<file path="src/rtl/bus_pkg.sv">
// rtl/bus_pkg.sv - shared constants, FSM encoding and decode helpers for bus_controller
package bus_pkg;

  localparam logic [2:0] BHW_BYTE = 3'b001;
  localparam logic [2:0] BHW_HALF = 3'b010;
  localparam logic [2:0] BHW_WORD = 3'b100;

  localparam logic [31:0] RAM_BASE_DEF = 32'h0000_0000;
  localparam int          RAM_AW_DEF   = 14;
  localparam logic [31:0] PER_BASE_DEF = 32'h1000_0000;
  localparam int          PER_AW_DEF   = 12;
  localparam int          TIMEOUT_DEF  = 255;

  typedef enum logic [2:0] {
    IDLE,
    RAM_ACC,
    RAM_RD,
    PER_WAIT,
    RESP
  } state_t;

  function automatic logic bhw_legal(input logic [2:0] bhw);
    return (bhw == BHW_BYTE) || (bhw == BHW_HALF) || (bhw == BHW_WORD);
  endfunction

  // 33-bit compare so a region ending at 4 GiB cannot wrap
  function automatic logic in_region(input logic [31:0] addr, input logic [31:0] base,
                                     input logic [32:0] size);
    logic [32:0] a;
    logic [32:0] b;
    a = {1'b0, addr};
    b = {1'b0, base};
    return (a >= b) && (a < (b + size));
  endfunction

endpackage

</file>
<file path="src/rtl/bus_if.sv">
// rtl/bus_if.sv - CPU request/response, RAM and peripheral signal bundle for bus_controller
interface bus_if #(
  parameter int RAM_AW = bus_pkg::RAM_AW_DEF,
  parameter int PER_AW = bus_pkg::PER_AW_DEF
);

  logic [31:0]       i_cpu_address;
  logic [31:0]       i_cpu_data;
  logic [2:0]        i_cpu_bhw;
  logic              i_cpu_write_notread;
  logic              i_cpu_DV;
  logic [31:0]       o_cpu_data;
  logic              o_cpu_DV;
  logic              o_bus_error;
  logic              o_busy;

  logic              o_ram_en;
  logic [3:0]        o_ram_we;
  logic [RAM_AW-1:0] o_ram_addr;
  logic [31:0]       o_ram_wdata;
  logic [31:0]       i_ram_rdata;

  logic              o_per_req;
  logic              o_per_we;
  logic [PER_AW-1:0] o_per_addr;
  logic [31:0]       o_per_wdata;
  logic [3:0]        o_per_be;
  logic              i_per_ack;
  logic [31:0]       i_per_rdata;

  modport master (
    input  i_cpu_address, i_cpu_data, i_cpu_bhw, i_cpu_write_notread, i_cpu_DV,
    output o_cpu_data, o_cpu_DV, o_bus_error, o_busy,
    output o_ram_en, o_ram_we, o_ram_addr, o_ram_wdata,
    input  i_ram_rdata,
    output o_per_req, o_per_we, o_per_addr, o_per_wdata, o_per_be,
    input  i_per_ack, i_per_rdata
  );

  modport slave (
    output i_cpu_address, i_cpu_data, i_cpu_bhw, i_cpu_write_notread, i_cpu_DV,
    input  o_cpu_data, o_cpu_DV, o_bus_error, o_busy,
    input  o_ram_en, o_ram_we, o_ram_addr, o_ram_wdata,
    output i_ram_rdata,
    input  o_per_req, o_per_we, o_per_addr, o_per_wdata, o_per_be,
    output i_per_ack, i_per_rdata
  );

endinterface

</file>
<file path="src/rtl/bus_lane_align.sv">
// rtl/bus_lane_align.sv - byte-lane enables, write placement and read extraction by size and lane
module bus_lane_align
  import bus_pkg::*;
(
  input  logic [1:0]  lane,
  input  logic [2:0]  bhw,
  input  logic [31:0] wdata,
  input  logic [31:0] rdata,
  output logic [3:0]  be,
  output logic [31:0] wdata_placed,
  output logic [31:0] rdata_ext,
  output logic        misaligned
);

  always_comb begin
    be           = '0;
    wdata_placed = '0;
    rdata_ext    = '0;
    misaligned   = 1'b0;
    case (bhw)
      BHW_BYTE: begin
        be           = 4'b0001 << lane;
        wdata_placed = {4{wdata[7:0]}};
        rdata_ext    = {24'h0, rdata[{lane, 3'b000} +: 8]};
      end
      BHW_HALF: begin
        be           = lane[1] ? 4'b1100 : 4'b0011;
        wdata_placed = {2{wdata[15:0]}};
        rdata_ext    = {16'h0, (lane[1] ? rdata[31:16] : rdata[15:0])};
        misaligned   = lane[0];
      end
      BHW_WORD: begin
        be           = 4'b1111;
        wdata_placed = wdata;
        rdata_ext    = rdata;
        misaligned   = (lane != 2'b00);
      end
      default: ;
    endcase
  end

endmodule

</file>
<file path="src/rtl/bus_controller.sv">
// rtl/bus_controller.sv - single-outstanding CPU bus controller routing to on-chip RAM or peripheral port
module bus_controller
  import bus_pkg::*;
#(
  parameter logic [31:0] RAM_BASE = RAM_BASE_DEF,
  parameter int          RAM_AW   = RAM_AW_DEF,
  parameter logic [31:0] PER_BASE = PER_BASE_DEF,
  parameter int          PER_AW   = PER_AW_DEF,
  parameter int          TIMEOUT  = TIMEOUT_DEF
) (
  input logic   i_clk,
  input logic   i_rst_n,
  bus_if.master bus
);

  localparam logic [32:0] RAM_SIZE = 33'd1 << (RAM_AW + 2);
  localparam logic [32:0] PER_SIZE = 33'd1 << PER_AW;
  localparam int          CW       = $clog2(TIMEOUT + 1);
  localparam logic [CW-1:0] CNT_LAST = CW'(TIMEOUT - 1);

  state_t            state, state_d;
  logic [1:0]        lane_q;
  logic [2:0]        bhw_q;
  logic [31:0]       data_q;
  logic              we_q;
  logic              err_q, err_d;
  logic [RAM_AW-1:0] ram_addr_q, ram_off;
  logic [PER_AW-1:0] per_addr_q, per_off;
  logic [CW-1:0]     cnt, cnt_d;
  logic [31:0]       cpu_data_q, cpu_data_d;

  logic              accept, in_ram, in_per, req_err;
  logic              ram_act, per_act;
  logic [1:0]        al_lane;
  logic [2:0]        al_bhw;
  logic [31:0]       al_rdata;
  logic [3:0]        be;
  logic [31:0]       wdata_pl, rdata_ext;
  logic              misaligned;

  assign accept  = (state == IDLE) && bus.i_cpu_DV;
  assign in_ram  = in_region(bus.i_cpu_address, RAM_BASE, RAM_SIZE);
  assign in_per  = in_region(bus.i_cpu_address, PER_BASE, PER_SIZE);
  assign ram_off = bus.i_cpu_address[RAM_AW+1:2] - RAM_BASE[RAM_AW+1:2];
  assign per_off = bus.i_cpu_address[PER_AW-1:0] - PER_BASE[PER_AW-1:0];

  // The aligner checks the live request in IDLE and serves the latched one afterwards
  assign al_lane  = (state == IDLE) ? bus.i_cpu_address[1:0] : lane_q;
  assign al_bhw   = (state == IDLE) ? bus.i_cpu_bhw : bhw_q;
  assign al_rdata = (state == RAM_RD) ? bus.i_ram_rdata : bus.i_per_rdata;
  assign req_err  = !bhw_legal(bus.i_cpu_bhw) || misaligned || !(in_ram || in_per);

  bus_lane_align u_align (
    .lane         (al_lane),
    .bhw          (al_bhw),
    .wdata        (data_q),
    .rdata        (al_rdata),
    .be           (be),
    .wdata_placed (wdata_pl),
    .rdata_ext    (rdata_ext),
    .misaligned   (misaligned)
  );

  always_ff @(posedge i_clk) begin
    if (!i_rst_n) begin
      state      <= IDLE;
      cnt        <= '0;
      err_q      <= 1'b0;
      cpu_data_q <= '0;
      lane_q     <= '0;
      bhw_q      <= '0;
      data_q     <= '0;
      we_q       <= 1'b0;
      ram_addr_q <= '0;
      per_addr_q <= '0;
    end else begin
      state      <= state_d;
      cnt        <= cnt_d;
      err_q      <= err_d;
      cpu_data_q <= cpu_data_d;
      if (accept) begin
        lane_q     <= bus.i_cpu_address[1:0];
        bhw_q      <= bus.i_cpu_bhw;
        data_q     <= bus.i_cpu_data;
        we_q       <= bus.i_cpu_write_notread;
        ram_addr_q <= ram_off;
        per_addr_q <= per_off;
      end
    end
  end

  always_comb begin
    state_d    = state;
    cnt_d      = cnt;
    err_d      = err_q;
    cpu_data_d = cpu_data_q;
    case (state)
      IDLE: begin
        if (bus.i_cpu_DV) begin
          err_d = req_err;
          cnt_d = '0;
          // Errors borrow the RAM_ACC slot with ports gated, so they answer in cycle 2 like RAM writes
          state_d = (req_err || in_ram) ? RAM_ACC : PER_WAIT;
        end
      end
      RAM_ACC: begin
        if (err_q || we_q) begin
          state_d    = RESP;
          cpu_data_d = '0;
        end else begin
          state_d = RAM_RD;
        end
      end
      RAM_RD: begin
        state_d    = RESP;
        cpu_data_d = rdata_ext;
      end
      PER_WAIT: begin
        if (bus.i_per_ack) begin
          state_d    = RESP;
          cpu_data_d = we_q ? '0 : rdata_ext;
        end else if (cnt == CNT_LAST) begin
          state_d    = RESP;
          err_d      = 1'b1;
          cpu_data_d = '0;
        end else begin
          cnt_d = cnt + 1'b1;
        end
      end
      RESP:    state_d = IDLE;
      default: state_d = IDLE;
    endcase
  end

  assign ram_act = (state == RAM_ACC) && !err_q;
  assign per_act = (state == PER_WAIT);

  assign bus.o_ram_en    = ram_act;
  assign bus.o_ram_we    = (ram_act && we_q) ? be : 4'b0000;
  assign bus.o_ram_addr  = ram_act ? ram_addr_q : '0;
  assign bus.o_ram_wdata = ram_act ? wdata_pl : '0;

  assign bus.o_per_req   = per_act;
  assign bus.o_per_we    = per_act && we_q;
  assign bus.o_per_addr  = per_act ? per_addr_q : '0;
  assign bus.o_per_wdata = per_act ? wdata_pl : '0;
  assign bus.o_per_be    = per_act ? be : 4'b0000;

  assign bus.o_cpu_data  = cpu_data_q;
  assign bus.o_cpu_DV    = (state == RESP);
  assign bus.o_bus_error = (state == RESP) && err_q;
  assign bus.o_busy      = (state != IDLE);

endmodule

</file>
<file path="src/flat_wrapper.sv">
// flat-port wrapper written by rule: the top's interface ports become plain ports
module bus_controller_flat import bus_pkg::*;
#(
  parameter logic [31:0] RAM_BASE = RAM_BASE_DEF,
  parameter int          RAM_AW   = RAM_AW_DEF,
  parameter logic [31:0] PER_BASE = PER_BASE_DEF,
  parameter int          PER_AW   = PER_AW_DEF,
  parameter int          TIMEOUT  = TIMEOUT_DEF
)
  (i_clk, i_rst_n, bus_i_cpu_address, bus_i_cpu_data, bus_i_cpu_bhw, bus_i_cpu_write_notread, bus_i_cpu_DV, bus_o_cpu_data, bus_o_cpu_DV, bus_o_bus_error, bus_o_busy, bus_o_ram_en, bus_o_ram_we, bus_o_ram_addr, bus_o_ram_wdata, bus_i_ram_rdata, bus_o_per_req, bus_o_per_we, bus_o_per_addr, bus_o_per_wdata, bus_o_per_be, bus_i_per_ack, bus_i_per_rdata);
  bus_if #(.RAM_AW(RAM_AW), .PER_AW(PER_AW)) bus_i ();
  input logic i_clk;
  input logic i_rst_n;
  input wire logic [$bits(bus_i.i_cpu_address)-1:0] bus_i_cpu_address;
  input wire logic [$bits(bus_i.i_cpu_data)-1:0] bus_i_cpu_data;
  input wire logic [$bits(bus_i.i_cpu_bhw)-1:0] bus_i_cpu_bhw;
  input wire logic [$bits(bus_i.i_cpu_write_notread)-1:0] bus_i_cpu_write_notread;
  input wire logic [$bits(bus_i.i_cpu_DV)-1:0] bus_i_cpu_DV;
  output wire logic [$bits(bus_i.o_cpu_data)-1:0] bus_o_cpu_data;
  output wire logic [$bits(bus_i.o_cpu_DV)-1:0] bus_o_cpu_DV;
  output wire logic [$bits(bus_i.o_bus_error)-1:0] bus_o_bus_error;
  output wire logic [$bits(bus_i.o_busy)-1:0] bus_o_busy;
  output wire logic [$bits(bus_i.o_ram_en)-1:0] bus_o_ram_en;
  output wire logic [$bits(bus_i.o_ram_we)-1:0] bus_o_ram_we;
  output wire logic [$bits(bus_i.o_ram_addr)-1:0] bus_o_ram_addr;
  output wire logic [$bits(bus_i.o_ram_wdata)-1:0] bus_o_ram_wdata;
  input wire logic [$bits(bus_i.i_ram_rdata)-1:0] bus_i_ram_rdata;
  output wire logic [$bits(bus_i.o_per_req)-1:0] bus_o_per_req;
  output wire logic [$bits(bus_i.o_per_we)-1:0] bus_o_per_we;
  output wire logic [$bits(bus_i.o_per_addr)-1:0] bus_o_per_addr;
  output wire logic [$bits(bus_i.o_per_wdata)-1:0] bus_o_per_wdata;
  output wire logic [$bits(bus_i.o_per_be)-1:0] bus_o_per_be;
  input wire logic [$bits(bus_i.i_per_ack)-1:0] bus_i_per_ack;
  input wire logic [$bits(bus_i.i_per_rdata)-1:0] bus_i_per_rdata;
  assign bus_i.i_cpu_address = bus_i_cpu_address;
  assign bus_i.i_cpu_data = bus_i_cpu_data;
  assign bus_i.i_cpu_bhw = bus_i_cpu_bhw;
  assign bus_i.i_cpu_write_notread = bus_i_cpu_write_notread;
  assign bus_i.i_cpu_DV = bus_i_cpu_DV;
  assign bus_o_cpu_data = bus_i.o_cpu_data;
  assign bus_o_cpu_DV = bus_i.o_cpu_DV;
  assign bus_o_bus_error = bus_i.o_bus_error;
  assign bus_o_busy = bus_i.o_busy;
  assign bus_o_ram_en = bus_i.o_ram_en;
  assign bus_o_ram_we = bus_i.o_ram_we;
  assign bus_o_ram_addr = bus_i.o_ram_addr;
  assign bus_o_ram_wdata = bus_i.o_ram_wdata;
  assign bus_i.i_ram_rdata = bus_i_ram_rdata;
  assign bus_o_per_req = bus_i.o_per_req;
  assign bus_o_per_we = bus_i.o_per_we;
  assign bus_o_per_addr = bus_i.o_per_addr;
  assign bus_o_per_wdata = bus_i.o_per_wdata;
  assign bus_o_per_be = bus_i.o_per_be;
  assign bus_i.i_per_ack = bus_i_per_ack;
  assign bus_i.i_per_rdata = bus_i_per_rdata;
  bus_controller #(.RAM_BASE(RAM_BASE), .RAM_AW(RAM_AW), .PER_BASE(PER_BASE), .PER_AW(PER_AW), .TIMEOUT(TIMEOUT)) u_core (.i_clk(i_clk), .i_rst_n(i_rst_n), .bus(bus_i));
endmodule
</file>
<file path="config.mk">
export PLATFORM = sky130hd
export DESIGN_NAME = bus_controller_flat
export DESIGN_NICKNAME = d
export VERILOG_FILES = /design/src/rtl/bus_pkg.sv /design/src/rtl/bus_if.sv /design/src/rtl/bus_lane_align.sv /design/src/rtl/bus_controller.sv /design/src/flat_wrapper.sv
export SDC_FILE = /design/constraint.sdc
export NUM_CORES = 1
export LEC_CHECK = 0
export ABC_AREA = 0
export ABC_CLOCK_PERIOD_IN_PS = 2280
export CORE_MARGIN = 2
export CORE_UTILIZATION = 37
export CTS_CLUSTER_SIZE = 14
export DETAILED_ROUTE_END_ITERATION = 8
export GPL_TIMING_DRIVEN = 0
export PLACE_DENSITY = 0.77
export SLEW_MARGIN = 10
export SYNTH_ARGS = -nofsm -noshare
export SYNTH_HDL_FRONTEND = slang
export SYNTH_SLANG_ARGS = --single-unit
</file>
<file path="constraint.sdc">
create_clock -name i_clk -period 2.28 [get_ports i_clk]
set_input_delay 0.228 -clock i_clk [delete_from_list [all_inputs] [get_ports i_clk]]
set_output_delay 0.228 -clock i_clk [all_outputs]
set_load 0.01 [all_outputs]
</file>
After elaboration in Yosys (flattened, before gate mapping):

Index checks and enable logic that the tools add are counted.

* register bits: 108
* latch bits: 0
* bits in writable memories: 0
* memory bits (read-only): 0
* input bits: 136
* output and inout port bits: 136
* word-level logic and storage cells: 92
* memories: 0

* $add $sub $neg: 1
* multiply operators: 0
* div/mod/pow operators: 0
* order comparisons: 3
* eq/ne operators: 17
* shift operators: 2
* multiplexer cells: 34
* bitwise operators: 0
* reduce and logical (&&, ||, !) cells: 25

Operators by type and width (count)
* $pmux 32 s3: 3
* $mux 32: 7
* $ge 32x29->1 const B: 1
* $lt 32x17->1 const B: 1
* $lt 32x29->1 const B: 1
* $shiftx 32x6->8: 1
* $mux 8: 3
* $mux 16: 1
* $pmux 8 s2: 1
* $mux 3: 5
* $mux 14: 1
* $eq 3x2->1 const B: 4
* $mux 12: 1
* $mux 4: 3
* $pmux 3 s4: 1
* $pmux 4 s3: 1
* $eq 3x1->1 const B: 3
* $eq 3x3->1 const B: 3
* $add 8x1->8 const B: 1
* $eq 8x8->1 const B: 1
* $ne 2x2->1 const B: 4
* $reduce_and 4->1: 2
* $logic_or 1x1->1: 7
* $logic_and 1x1->1: 6
* 12 further kinds: 20

Logic depth before layout (Yosys ltp):

* depth after elaboration: 10
* depth in mapped cells: 10
* gate-level depth less buffers: 8

By module:

From an unflattened synthesis, not the netlist that was laid out.

* cells, all modules: 718
* area, all modules: 6155.9 um^2

Modules (own cells, without submodules)
* bus_controller: instances 1, cells an instance 535, area an instance 4699.5 um^2, seq. area each 1921.8 um^2
* bus_lane_align: instances 1, cells an instance 183, area an instance 1456.4 um^2, seq. area each 0.0 um^2

Worst setup path before layout:

No wires, ideal clock.

* kind: reg-to-output
* start point: register u_core.state[0]
* end point: output port bus_o_ram_we[2]
* arrival time: 1.988 ns
* required time: 2.052 ns
* path slack: 0.064 ns
* cell stages (with the launch flop): 10
* buffers on the path: 3
* cells stage by stage: dfxtp_1 buf_6 nor3_2 buf_4 mux2i_1 nand2b_1 buf_2 nand2_1 a21oi_1 nor2_1

* cells in the longest elaborated chain, start to end: 5
* elaborated cells between the ends (all ways): 13
* those cells by class: eq/ne (4); shift (1); mux (5); reduce/logical (3)

Ends and longest elaborated chain
* start, declared: line bus_controller.sv:21 `state_t state, state_d;`
* start signal, assigned: line bus_controller.sv:77 `state <= state_d;`
* $logic_not 3->1: line bus_controller.sv:48, bus_controller.sv:49
* $mux 3 / $mux 2 (equally long branches): line bus_controller.sv:49, bus_controller.sv:48
* $eq 3x3->1 (tied with other cells): line bus_lane_align.sv:20 `case (bhw)`
* $pmux 4 s3: line bus_lane_align.sv:20
* $mux 4 (*): line bus_controller.sv:139 `assign bus.o_ram_we = (ram_act && we_q) ? be : 4'b0000;`
* end, declared: line flat_wrapper.sv:24 `output wire logic [$bits(bus_i.o_ram_we)-1:0] bus_o_ram_we;`

Every way passes the cells marked *; elsewhere a longest branch is shown, timed or not.

Worst setup path after layout:

* start point: register u_core.state[1]
* end point: output port bus_o_per_wdata[27]

* cells in the longest elaborated chain, start to end: 5
* elaborated cells between the ends (all ways): 8
* those cells by class: eq/ne (4); mux (3); reduce/logical (1)

Ends and longest elaborated chain
* $logic_not 3->1: line bus_controller.sv:49 `assign al_bhw = (state == IDLE) ? bus.i_cpu_bhw : bhw_q;`
* $mux 3: line bus_controller.sv:49
* $eq 3x3->1 (tied with other cells): line bus_lane_align.sv:20
* $pmux 32 s3: line bus_lane_align.sv:20
* $mux 32 (*): line bus_controller.sv:146 `assign bus.o_per_wdata = per_act ? wdata_pl : '0;`
* end, declared: line flat_wrapper.sv:31 `output wire logic [$bits(bus_i.o_per_wdata)-1:0] bus_o_per_wdata;`

Marked as above.

==> impl_results.md <==
- Number of global-route vias before repair: 6629
- Final wirelength: 27110 um
- Clock Skew: 0.01164 ns
- Cell variety after synth: 58
- CTS buffer count: 9
- Layer with the highest usage: met2
- Clk slew on worst S/H paths: 0.07 ns
- Clock buffer depth: 2
- Core region area: 0.01503 mm2
- Final layout net count: 1228
- Syn Inst Count: 733
- Worst VDD drop: 0.3934 mV
- Post-DP HPWL: 17970 um
- Congestion Overflow GR: 0
- Setup WS pre-CTS: -0.9495 ns
- Unrepaired setup endpoints after global routing: yes
- GRT Overall Usage: 29.37%
- Cell area after placement: 0.008541 mm2
- Final TNS setup: -20.54 ns
- Synthesis warning total: 0
- Register area: 0.001931 mm2
- Rel. slew slack: 50.08%
- Kind of critical path: flop to output pin
- Final hold vios: 0
- Post-Synth Simple-Gate Area: 26.78%
- Die width: 127.5 um
- DR iter-0 viols: 764
- Dpl cells: 1187
- Final Max Tran Viols: 0
- DRC Markers: 0
- First-pass GRT wire length: 37030 um
- Met2 Use GR: 51.02%
- Post-synthesis average cell area: 7.698 um2
- Final instance count without filler cells: 1284
- Post-synth net total: 871
- Clock Latency Late Sink: 0.36 ns
- Post-synthesis async set-or-reset flop share: 0%
- Row count: 45
- Compound-gate portion of the synthesized area: 23.48%
- Mapped cell area: 0.005643 mm2
- Area grow syn2layout: 83.70%
- Yosys reg bits: 96
- Post-Synth Adder-Cell Area: 0.4435%
- Seq/Total Area, Yosys: 34.06%
- Failing checks: negative setup slack
- Worst endpoint required time: 2.05 ns
- Grt met3 use: 7.538%
- Period utilization: 117.9%
- Synth Flop Type: dfxtp_1
- Mux contribution to synthesized area: 8.381%
- Proportion of layout cells with a drive suffix above 1: 31.32%
- RD Place Congestion: 0.9251
- Final setup fails: 94
- Post-route ant nets: 0
- 1st-pass router iterations: 6
- Fillers: 1160
- Initial antenna violation count: 0
- Wire per inst: 21.11 um
- Hold Crit Class: input pin to flop
- Outcome: finished, violations left
- Die Height: 127.5 um
- Setup ws final: -0.4084 ns
- I/O pins: 272
- Clock sink count: 96
- EDFF count, synth: 0
- Met1 Track Usage GR: 34.75%
- Worst slew pin tran: 0.7488 ns
- Post-route minimum period: 2.688 ns
- PwrDens: 505.0 mW/mm2
- Root buf cell: clkbuf_16
- CP Launch Type: flop
- Leakage power: 0.004237 uW
- WP data arrival: 2.46 ns
- Fmax: 372.0 MHz
- H-tree levels: 3
- TritonCTS clock tree: yes
- Crit. End Element: output pin
- Main combinational cell family by area after synthesis: simple AND/OR/NAND/NOR gates
- Hold_buf cts: 0
- Area of the multi-input gates: 0.004106 mm2
- Die ar.: 0.01626 mm2
- Starting Density: 37.54%
- IO Port Bufs: 266
- Post-Synth XOR/XNOR Area: 1.397%
- Via count: 7265
- Final Cell Area: 0.01037 mm2
- Vias per std cell: 5.658
- Largest net degree at the start of global routing: 16
- Max-cap violations: 0
- CP max FO: 8
-- metrics by stage --
step	total power, uW	utilization (%)	hold slack, ns
6_report	5234	68.96	0.2229
5_1_grt	5411	68.94	0.2252
4_1_cts	4925	63.68	0.1974
3_3_place_gp	2983	56.81	0.4393
3_5_place_dp	3000	56.81	0.4450
2_1_floorplan	2476	-	0.3592
-- registers in the layout (all words and copies together) (netlist names) --
| signal | cells |
|---|---|
| u_core.bus.o_cpu_data | 32 |
| u_core.data_q | 32 |
| u_core.per_addr_q | 11 |
| u_core.cnt | 8 |
| u_core.ram_addr_q | 5 |
| u_core.bhw_q | 3 |
| u_core.state | 3 |
| u_core.err_q | 1 |
| u_core.we_q | 1 |
-- what timing repair did --
action / CTS / global route
buffers inserted: 53 / 28
pin swaps: 51 / 58
endpoints found under the setup margin: 174 / 169
cloned: 6 / 3
gates resized for setup: 526 / 112
-- layer usage --
layer,routed length [um],vias up
li1,-,3290
met1,9912,3376
met2,12980,479
met3,2895,120
met4,1325,0
met5,0,-
-- kinds of logic (layout without fill, tap and decap cells) --
family / Yosys count / count (layout)
other cells: 0 / 1
flops: 96 / 96
compound gates: 192 / 192
buf+inv: 68 / 430
fa+ha+maj: 2 / 2
xor+xnor: 9 / 9
simple gates: 323 / 323
mux: 43 / 43
-- where the power goes --
part / switching, uW / leakage, uW / internal, uW
combinational: 860 / 0.00330 / 911
clock: 685 / 0.000149 / 914
sequential: 108 / 0.000784 / 1760
total: 1650 / 0.00424 / 3580
-- final timing paths --
path	startpoint	end	slack, ns	depth (start not counted)
setup / recovery	u_core.state[1]	bus_o_per_wdata[27]	-0.41	10
hold / removal	bus_i_cpu_bhw[2]	u_core.bhw_q[2]	0.22	3
setup reg to reg	u_core.state[0]	u_core.bus.o_cpu_data[7]	-0.06	10
hold reg to reg	u_core.ram_addr_q[13]	u_core.ram_addr_q[13]	0.45	2
-- synthesized netlist by cell type, types with 4 or more instances --
master | count | area [um2]
inv_1 | 10 | 37.54
nand2b_1 | 7 | 43.79
clkbuf_1 | 35 | 131.4
nand4_1 | 4 | 25.02
a22oi_1 | 27 | 202.7
xor2_1 | 6 | 52.55
a22o_1 | 28 | 245.2
nor2_1 | 83 | 311.6
a31oi_1 | 4 | 25.02
a2bb2oi_1 | 12 | 105.1
o22ai_1 | 18 | 112.6
and2_1 | 66 | 412.9
nand3_1 | 7 | 35.03
a211oi_1 | 4 | 30.03
nand2_1 | 128 | 480.5
nor2b_1 | 4 | 25.02
buf_2 | 15 | 75.07
nor4_1 | 4 | 25.02
o21ai_0 | 11 | 55.05
a21oi_1 | 68 | 340.3
mux2_2 | 7 | 78.83
mux2i_1 | 32 | 320.3
dfxtp_1 | 96 | 1922
a32o_1 | 4 | 40.04
and3_1 | 4 | 25.02
-- placed cells by master (no fill, tap or decap), types with 8 or more instances in the layout --
master / netlist / layout
a22oi_1: 27 / 11
buf_2: 15 / 79
nand2_1: 128 / 121
clkdlybuf4s50_1: 0 / 165
and2_1: 66 / 54
o21ai_0: 11 / 8
a2bb2oi_2: 1 / 8
and2_4: 0 / 11
a21oi_1: 68 / 58
clkbuf_16: 0 / 15
mux2i_1: 32 / 12
a22o_1: 28 / 28
a22oi_2: 0 / 16
clkbuf_1: 35 / 19
buf_12: 0 / 10
buf_6: 3 / 50
dfxtp_1: 96 / 93
dlygate4sd2_1: 0 / 13
nor2_1: 83 / 74
mux2i_4: 0 / 16
inv_1: 10 / 8
buf_4: 3 / 42
o22ai_1: 18 / 18
-- worst max-delay path: stages (launching register included) --
cell and delay (ns):
dfxtp_4 0.38, nor3_4 0.27, buf_6 0.19, buf_6 0.11
a221oi_4 0.06, buf_4 0.19, buf_6 0.12, a22o_1 0.24
a22oi_2 0.26, nor2_1 0.09, buf_2 0.17
-- layout make-up --
class                      count  share of cell area (%)
clock buffer                  12                   2.474
sequential                    96                   18.62
antenna                        1                 0.02414
clock inverter                 4                  0.4949
timing repair buffer         355                   31.48
multi-input combinational    569                   39.61
inverter                      12                  0.6759
tap                          188                   2.269
buffer                        47                   4.345
No activity file was read; power rests on OpenSTA's default activity.
